**config.mk**
```make
export PLATFORM = sky130hd
export DESIGN_NAME = dispatch_ctrl
export DESIGN_NICKNAME = d
export VERILOG_FILES = /design/src/rtl/dispatch_ctrl.sv
export SDC_FILE = /design/constraint.sdc
export NUM_CORES = 1
export LEC_CHECK = 0
export ABC_CLOCK_PERIOD_IN_PS = 3800
export BUFFER_PORTS_ARGS = -buffer_cell sky130_fd_sc_hd__buf_2
export CORE_MARGIN = 2
export CORE_UTILIZATION = 47
export DETAILED_ROUTE_END_ITERATION = 12
export PLACE_DENSITY_LB_ADDON = 0.2
export SETUP_SLACK_MARGIN = 0.3
export SLEW_MARGIN = 20
export SYNTH_ARGS = -nofsm -noshare
export SYNTH_HDL_FRONTEND = slang
export SYNTH_SLANG_ARGS = --single-unit
```
**constraint.sdc**
```tcl
create_clock -name clk -period 3.8 [get_ports clk]
set_clock_uncertainty 0.05 [all_clocks]
set_input_delay 0.19 -clock clk [delete_from_list [all_inputs] [get_ports clk]]
set_output_delay 0.19 -clock clk [all_outputs]
set_load 0.1 [all_outputs]
```
**src/rtl/dispatch_ctrl.sv**
```systemverilog
// Dispatch scheduler: buffers one instruction from the IQ and releases it to
// decode once ROB, RS and (for loads/stores) LSQ credits are all available.
//
// state | meaning
// IDLE  | buffer empty, IQ may load it
// HOLD  | buffer valid, waiting for credits or dispatching
// FLUSH | one-cycle recovery after a misprediction flush
module dispatch_ctrl #(
  parameter int ROB_DEPTH = 16,
  parameter int RS_DEPTH  = 16,
  parameter int LSQ_DEPTH = 16
) (
  input  logic        clk,
  input  logic        rst_n,
  input  logic        in_flush,
  input  logic        in_iq_valid,
  input  logic [31:0] in_iq_inst,
  input  logic [31:0] in_iq_pc,
  input  logic        in_iq_pred_taken,
  output logic        out_iq_ready,
  output logic        out_dec_ena,
  output logic [31:0] out_dec_inst,
  output logic [31:0] out_dec_pc,
  output logic        out_dec_pred_taken,
  input  logic        in_rob_free,
  input  logic        in_rs_free,
  input  logic        in_lsq_free,
  output logic [31:0] out_stall_cycles,
  output logic        out_credit_err
);

  localparam int ROB_W = $clog2(ROB_DEPTH + 1);
  localparam int RS_W  = $clog2(RS_DEPTH + 1);
  localparam int LSQ_W = $clog2(LSQ_DEPTH + 1);
  localparam logic [ROB_W-1:0] ROB_MAX = ROB_W'(ROB_DEPTH);
  localparam logic [RS_W-1:0]  RS_MAX  = RS_W'(RS_DEPTH);
  localparam logic [LSQ_W-1:0] LSQ_MAX = LSQ_W'(LSQ_DEPTH);

  typedef enum logic [1:0] {IDLE, HOLD, FLUSH} state_t;

  state_t           state;
  logic [31:0]      buf_inst;
  logic [31:0]      buf_pc;
  logic             buf_pred;
  logic [ROB_W-1:0] rob_cnt;
  logic [RS_W-1:0]  rs_cnt;
  logic [LSQ_W-1:0] lsq_cnt;

  logic mem, disp, accept, quiet, lsq_use;
  logic rob_ovf, rs_ovf, lsq_ovf;

  assign mem     = (buf_inst[6:0] == 7'b0000011) || (buf_inst[6:0] == 7'b0100011);
  assign disp    = (state == HOLD) && !in_flush && (rob_cnt != '0) && (rs_cnt != '0)
                   && (!mem || (lsq_cnt != '0));
  assign out_iq_ready = !in_flush && ((state == IDLE) || disp);
  assign accept  = in_iq_valid && out_iq_ready;
  assign out_dec_ena  = disp;
  assign lsq_use = disp && mem;

  // Frees are dropped while credits are being restored by a flush.
  assign quiet   = in_flush || (state == FLUSH);
  assign rob_ovf = in_rob_free && !disp && (rob_cnt == ROB_MAX);
  assign rs_ovf  = in_rs_free && !disp && (rs_cnt == RS_MAX);
  assign lsq_ovf = in_lsq_free && !lsq_use && (lsq_cnt == LSQ_MAX);

  assign out_dec_inst       = buf_inst;
  assign out_dec_pc         = buf_pc;
  assign out_dec_pred_taken = buf_pred;

  always_ff @(posedge clk or negedge rst_n) begin
    if (!rst_n) begin
      state    <= IDLE;
      buf_inst <= '0;
      buf_pc   <= '0;
      buf_pred <= 1'b0;
    end else begin
      if (accept) begin
        buf_inst <= in_iq_inst;
        buf_pc   <= in_iq_pc;
        buf_pred <= in_iq_pred_taken;
      end
      if (in_flush) begin
        state <= FLUSH;
      end else begin
        unique case (state)
          IDLE:    state <= accept ? HOLD : IDLE;
          HOLD:    state <= (disp && !accept) ? IDLE : HOLD;
          FLUSH:   state <= IDLE;
          default: state <= IDLE;
        endcase
      end
    end
  end

  always_ff @(posedge clk or negedge rst_n) begin
    if (!rst_n) begin
      rob_cnt <= ROB_MAX;
      rs_cnt  <= RS_MAX;
      lsq_cnt <= LSQ_MAX;
    end else if (quiet) begin
      rob_cnt <= ROB_MAX;
      rs_cnt  <= RS_MAX;
      lsq_cnt <= LSQ_MAX;
    end else begin
      if (!rob_ovf) rob_cnt <= rob_cnt - ROB_W'(disp) + ROB_W'(in_rob_free);
      if (!rs_ovf)  rs_cnt  <= rs_cnt - RS_W'(disp) + RS_W'(in_rs_free);
      if (!lsq_ovf) lsq_cnt <= lsq_cnt - LSQ_W'(lsq_use) + LSQ_W'(in_lsq_free);
    end
  end

  always_ff @(posedge clk or negedge rst_n) begin
    if (!rst_n) begin
      out_stall_cycles <= '0;
      out_credit_err   <= 1'b0;
    end else begin
      if ((state == HOLD) && !disp && !in_flush) out_stall_cycles <= out_stall_cycles + 32'd1;
      if (!quiet && (rob_ovf || rs_ovf || lsq_ovf)) out_credit_err <= 1'b1;
    end
  end

endmodule

```
==> metrics.cfg, run 1 <==
[route]
totalWireLength_um=13000
wl_per_cell_um=15.7
routed-via-count=4134
dr.pass1.iters=4
drt_iter0_drc=298
ant_nets=0
viasPerCell=4.99
route.detailed.drc=0

[sta]
tightest_slew_ns=0.838
rsz0062_at_grt=no
max_slew_margin=0.442
setup-tns-final_ns=0
hold_ws_ns=0.0244
fmax_ghz=0.300
finalSetupViolCount=0
post-route-period-util=0.877
hold_viol=0
finalMaxSlewViolations=0
period_needed_ns=3.33
fin_ws_ns=0.467

[die]
num_rows=38
core_area_sq_um=10900
pin_count=172
die-area_sq_um=12000
start_util=0.483
die_x_um=110
fp.dieH_um=110

[critical_path]
arrival_ns=3.73
endpoint_kind=flip-flop
r2r_start=lsq_cnt[3]
critical_path.cell_chain=inv_1 -> ha_1 -> or4b_4 -> or4_4 -> nand3_4 -> clkinvlp_4 -> ha_1 -> inv_1 -> ha_2 -> fa_2 -> a21oi_1 -> nor2_1 -> nor2_1 -> xnor2_1 -> nand2_1
slowest_delay_ns=0.48
cp_num_buf_inv=3
cp_max_fo=5
r2r_end=rob_cnt[4]
required_ns=4.20
cp_top_family=simple AND/OR/NAND/NOR gates
crit_type=reg2reg
cpMaxStageDelayCell=or4_4
ff2ff_path_depth=15
rrSetupSlack_ns=0.47
worstSetupStartpointType=flip-flop

[flow_run]
maxCapViolCount=0

[final_layout]
fill_cells=791
drive_gt1_frac=0.424
nNetsFinal=770
postLayoutCoreUtil=0.700
final_common_cell=buf_2
n_antenna_cell=0
layout_common_cells=170 x buf_2, 108 x dfrtp_1, 70 x dlygate4sd3_1
syn2layout_area_growth_pct=44.9

[pwr]
p_total_mw=4.80
p_leak_nw=3.73
vdd_drop_max_mv=0.476
power_density_nw_per_um2=630

[global_routing]
grt_start_max_net_pins=66
grtUsageTotal=0.226
gr-usage-met1=0.269
overflow=0
grt_pass1_vias=4211
grt_pass1_wl_um=20500
busiest_layer=met2
antenna_found_initial=0
met2_usage=0.387
met3_usage=0.0622

[synthesis]
synth-seq-area-share=0.548
yosys_warnings=0
async_flop_share=1.00
synthesis.area_sq_um=5260
syn-num-nets=514
synth_area_per_cell_sq_um=12.5
ys_seq_elements=115
yosys_most_used_dff=dfrtp_1
netlist_instances=420
ys_types=44
synth_edf_count=0

[hold_path]
min_to=rob_cnt[0]
min_path_type=in2reg
holdCritStartpoint=in_rob_free
holdPathStages=3

[clock_tree]
clk_path_buf_depth=2
cts_tree=yes
h-tree-depth=4
clk-insertion-delay-late_ns=0.53
post-cts-setup-buffer-count=0
cts_sinks=115
cts_buffers=17
clk_pin_slew_ns=0.05
cts-root-buf=clkbuf_8

[placement]
place_ws_ns=0.487
gp_congestion=0.810
io_buffers=171
hpwl_um=8740

[run_status]
outcome=completed

## cells by family after synthesis
logic type                 after synthesis  synth area share
DFF                                    115             0.548
and+or+nand+nor                        106             0.109
muxes                                   67             0.143
xor gates and xnor gates                43            0.0716
buffers and inverters                   37            0.0305
AOI/OAI and AO/OA                       30            0.0407
adders and majority gates               22            0.0567
## worst min-delay path, cell delays in order
cell and delay, ns:
buf_2 0.10, ha_2 0.16, and2_1 0.11
## cell usage after synthesis, types with 2 or more instances
cell	number	area share
o21bai_1	2	0.0029
nor4_1	9	0.011
nand3_1	13	0.012
xor2_1	27	0.045
nor3_1	10	0.0095
nor3_2	2	0.0038
a21o_1	4	0.0057
o21ai_0	2	0.0019
nand4_1	8	0.0095
mux2_2	65	0.14
and3_1	4	0.0048
and2_1	6	0.0071
a31o_2	2	0.0033
nand2_1	17	0.012
buf_4	5	0.0071
mux2i_1	2	0.0038
nor2b_1	3	0.0036
o211ai_1	2	0.0029
dfrtp_1	112	0.53
and4_1	2	0.0033
a211oi_1	4	0.0057
o2111ai_1	2	0.0033
dfstp_2	3	0.015
nor2_1	24	0.017
a21oi_1	8	0.0076
buf_2	2	0.0019
inv_1	28	0.020
xnor2_1	16	0.027
ha_1	19	0.045
fa_1	3	0.011
## routing by layer
layer  up-vias  share of wire
met1      2010           0.40
met4         0          0.022
met3        24          0.050
li1       1991              -
met2       109           0.53
met5         -              0
## how the worst max path moves through the flow
| stage | depth (start not counted) | slack, ns | to | startpoint |
|---|---|---|---|---|
| detailed placement | 15 | 0.49 | rob_cnt[4] | lsq_cnt[3] |
| CTS | 7 | 0.42 | out_iq_ready | rob_cnt[2] |
| global route | 15 | 0.31 | rob_cnt[4] | lsq_cnt[3] |
| floorplan | 15 | 0.11 | rob_cnt[4] | lsq_cnt[3] |
| finish | 15 | 0.47 | rob_cnt[4] | lsq_cnt[3] |
| global placement | 15 | 0.54 | rob_cnt[4] | lsq_cnt[3] |
## registers in the layout, summed over array words and instances, names as in the netlist, 2 cells and up
register,cells
rs_cnt,5
lsq_cnt,5
out_dec_inst,32
state,2
out_dec_pc,32
rob_cnt,5
out_stall_cycles,32
## power breakdown
part | internal, mW | switching, mW
sequential | 1.40 | 0.101
clock | 0.988 | 0.518
combinational | 0.376 | 1.42
total | 2.76 | 2.04
## repair_timing
item / 4_1_cts / 5_1_grt
hold buffers: 70 / 0
endpoints found under the hold margin: 131 / 0
gates resized for setup: 0 / 1
endpoints found under the setup margin: 0 / 1
## stage by stage
| stage | std cells | cell area, sq um |
|---|---|---|
| after floorplan | 420 | 5290 |
| after global routing | 829 | 7620 |
| after detailed placement | 727 | 6340 |
| final | 829 | 7620 |
| after global placement | 727 | 6340 |
| after CTS | 829 | 7620 |
## final cells by class
type                    instances  area [sq um]  area share
repair buffers                246          1620       0.213
well taps                     140           175      0.0230
clock buffers                  29           529      0.0695
clock inverters                 3          42.5     0.00558
inverters                      28           109      0.0143
multi-input cells             268          2250       0.296
flip-flops and latches        115          2890       0.379
Power figures use the tool's default switching activity.
==> run 2: changes to the inputs <==
CORE_MARGIN = default   (was 2)
CORE_UTILIZATION = 51   (was 47)
==> metrics.cfg, run 2 (synthesis gave the netlist of run 1 again) <==
[route]
routed-via-count=4322
viasPerCell=5.26
drt_iter0_drc=155
route.detailed.drc=0
totalWireLength_um=13600
wl_per_cell_um=16.5
ant_nets=0
dr.pass1.iters=6

[sta]
finalSetupViolCount=0
setup-tns-final_ns=0
fin_ws_ns=0.449
finalMaxSlewViolations=0
period_needed_ns=3.35
fmax_ghz=0.298
tightest_slew_ns=0.758
rsz0062_at_grt=no
max_slew_margin=0.495
hold_ws_ns=0.0275
hold_viol=0
post-route-period-util=0.882

[final_layout]
fill_cells=621
drive_gt1_frac=0.432
nNetsFinal=769
seq_area_sq_um=2890
syn2layout_area_growth_pct=45.6
multi_input_area_sq_um=2250
n_antenna_cell=0
final_common_cell=buf_2
layout_common_cells=170 x buf_2, 108 x dfrtp_1, 69 x dlygate4sd3_1

[global_routing]
grt_start_max_net_pins=66
grtUsageTotal=0.271
overflow=0
grt_pass1_wl_um=22800
antenna_found_initial=0
grt_pass1_vias=4568

[clock_tree]
cts_buffers=17
clk-insertion-delay-late_ns=0.51
cts-root-buf=clkbuf_8
cts_tree=yes
h-tree-depth=4
clk_path_buf_depth=2
clk_pin_slew_ns=0.06
post-cts-setup-buffer-count=0
cts_sinks=115

[critical_path]
cp_top_family=simple AND/OR/NAND/NOR gates
cp_max_fo=5
cpMaxStageDelayCell=or4_4
endpoint_kind=flip-flop
critical_path.cell_chain=inv_1 -> ha_1 -> or4b_4 -> or4_4 -> nand3_4 -> clkinvlp_4 -> ha_1 -> inv_1 -> ha_2 -> fa_2 -> a21oi_1 -> nor2_1 -> nor2_1 -> xnor2_1 -> nand2_1
slowest_delay_ns=0.49
r2r_end=rob_cnt[4]
crit_type=reg2reg
ff2ff_path_depth=15
cp.depth=15
cp_num_buf_inv=3
rrSetupSlack_ns=0.45
worstSetupStartpointType=flip-flop
arrival_ns=3.74
required_ns=4.19
r2r_start=lsq_cnt[3]

[pwr]
p_leak_nw=3.76
vdd_drop_max_mv=0.597
power_density_nw_per_um2=654

[hold_path]
holdCritStartpoint=in_rs_free
min_path_type=in2reg
min_to=rs_cnt[0]
holdPathStages=3

[die]
core_area_sq_um=9860
die-area_sq_um=10700
pin_count=172
fp.dieH_um=104
start_util=0.533
num_rows=36
die_x_um=104

[placement]
io_buffers=171
place_ws_ns=0.466
hpwl_um=8350
gp_congestion=0.875

[flow_run]
maxCapViolCount=0

[run_status]
outcome=completed

-- run 2: changes by cell type in the layout (fill, tap and decap cells not counted), sizes merged --
cell	previous run	this run
clkbuf	29	19
clkinv	1	5
inv	27	31
bufinv	1	4
clkinvlp	2	1
dlygate4sd3	70	69
-- run 2: worst max-delay path by stage --
stage | startpoint | end | slack, ns
finish | lsq_cnt[3] | rob_cnt[4] | 0.45
detailed placement | lsq_cnt[3] | lsq_cnt[4] | 0.47
floorplan | lsq_cnt[3] | rob_cnt[4] | 0.11
global placement | lsq_cnt[3] | rob_cnt[4] | 0.56
global route | lsq_cnt[3] | rob_cnt[4] | 0.31
CTS | lsq_cnt[3] | rob_cnt[4] | 0.44
-- run 2: worst register-to-register path: stages, from the launching register on --
cell and delay (ns):
dfrtp_1 0.40, inv_1 0.10, ha_1 0.16, or4b_4 0.46, or4_4 0.49, nand3_4 0.11
clkinvlp_4 0.11, ha_1 0.29, inv_1 0.04, ha_2 0.18, fa_2 0.38, a21oi_1 0.16
nor2_1 0.05, nor2_1 0.11, xnor2_1 0.13, nand2_1 0.07
-- run 2: per-stage QoR --
stage / util / std cells / instance area [sq um] / power, mW
after global routing: 0.776 / 821 / 7650 / 5.17
after detailed placement: 0.641 / 720 / 6320 / 3.24
after CTS: 0.776 / 821 / 7650 / 5.00
final: 0.776 / 821 / 7650 / 5.00
after floorplan: - / 420 / 5290 / 2.92
after global placement: 0.641 / 720 / 6320 / 3.21
-- run 2: layer usage --
metal / global-route usage / vias to the layer above / part of all wire
met5: 0 / - / 0
met4: 0.152 / 0 / 0.042
met3: 0.0554 / 46 / 0.043
met2: 0.469 / 146 / 0.52
met1: 0.314 / 2143 / 0.40
li1: - / 1987 / -
-- run 2: cell type report --
class                   count  area share
well taps                 133      0.0217
clock buffers              19      0.0577
inverters                  28      0.0142
clock inverters            13      0.0255
multi-input cells         268       0.295
repair buffers            245       0.209
flip-flops and latches    115       0.377
-- run 2: report_power, final --
group,internal [mW],switching [mW]
registers,1.40,0.107
logic,0.378,1.42
clock network,1.11,0.589
total,2.88,2.12
-- run 2: timing repair --
action	4_1_cts	5_1_grt
hold endpoints to repair	126	0
resized for setup	0	0
hold buffers	69	0
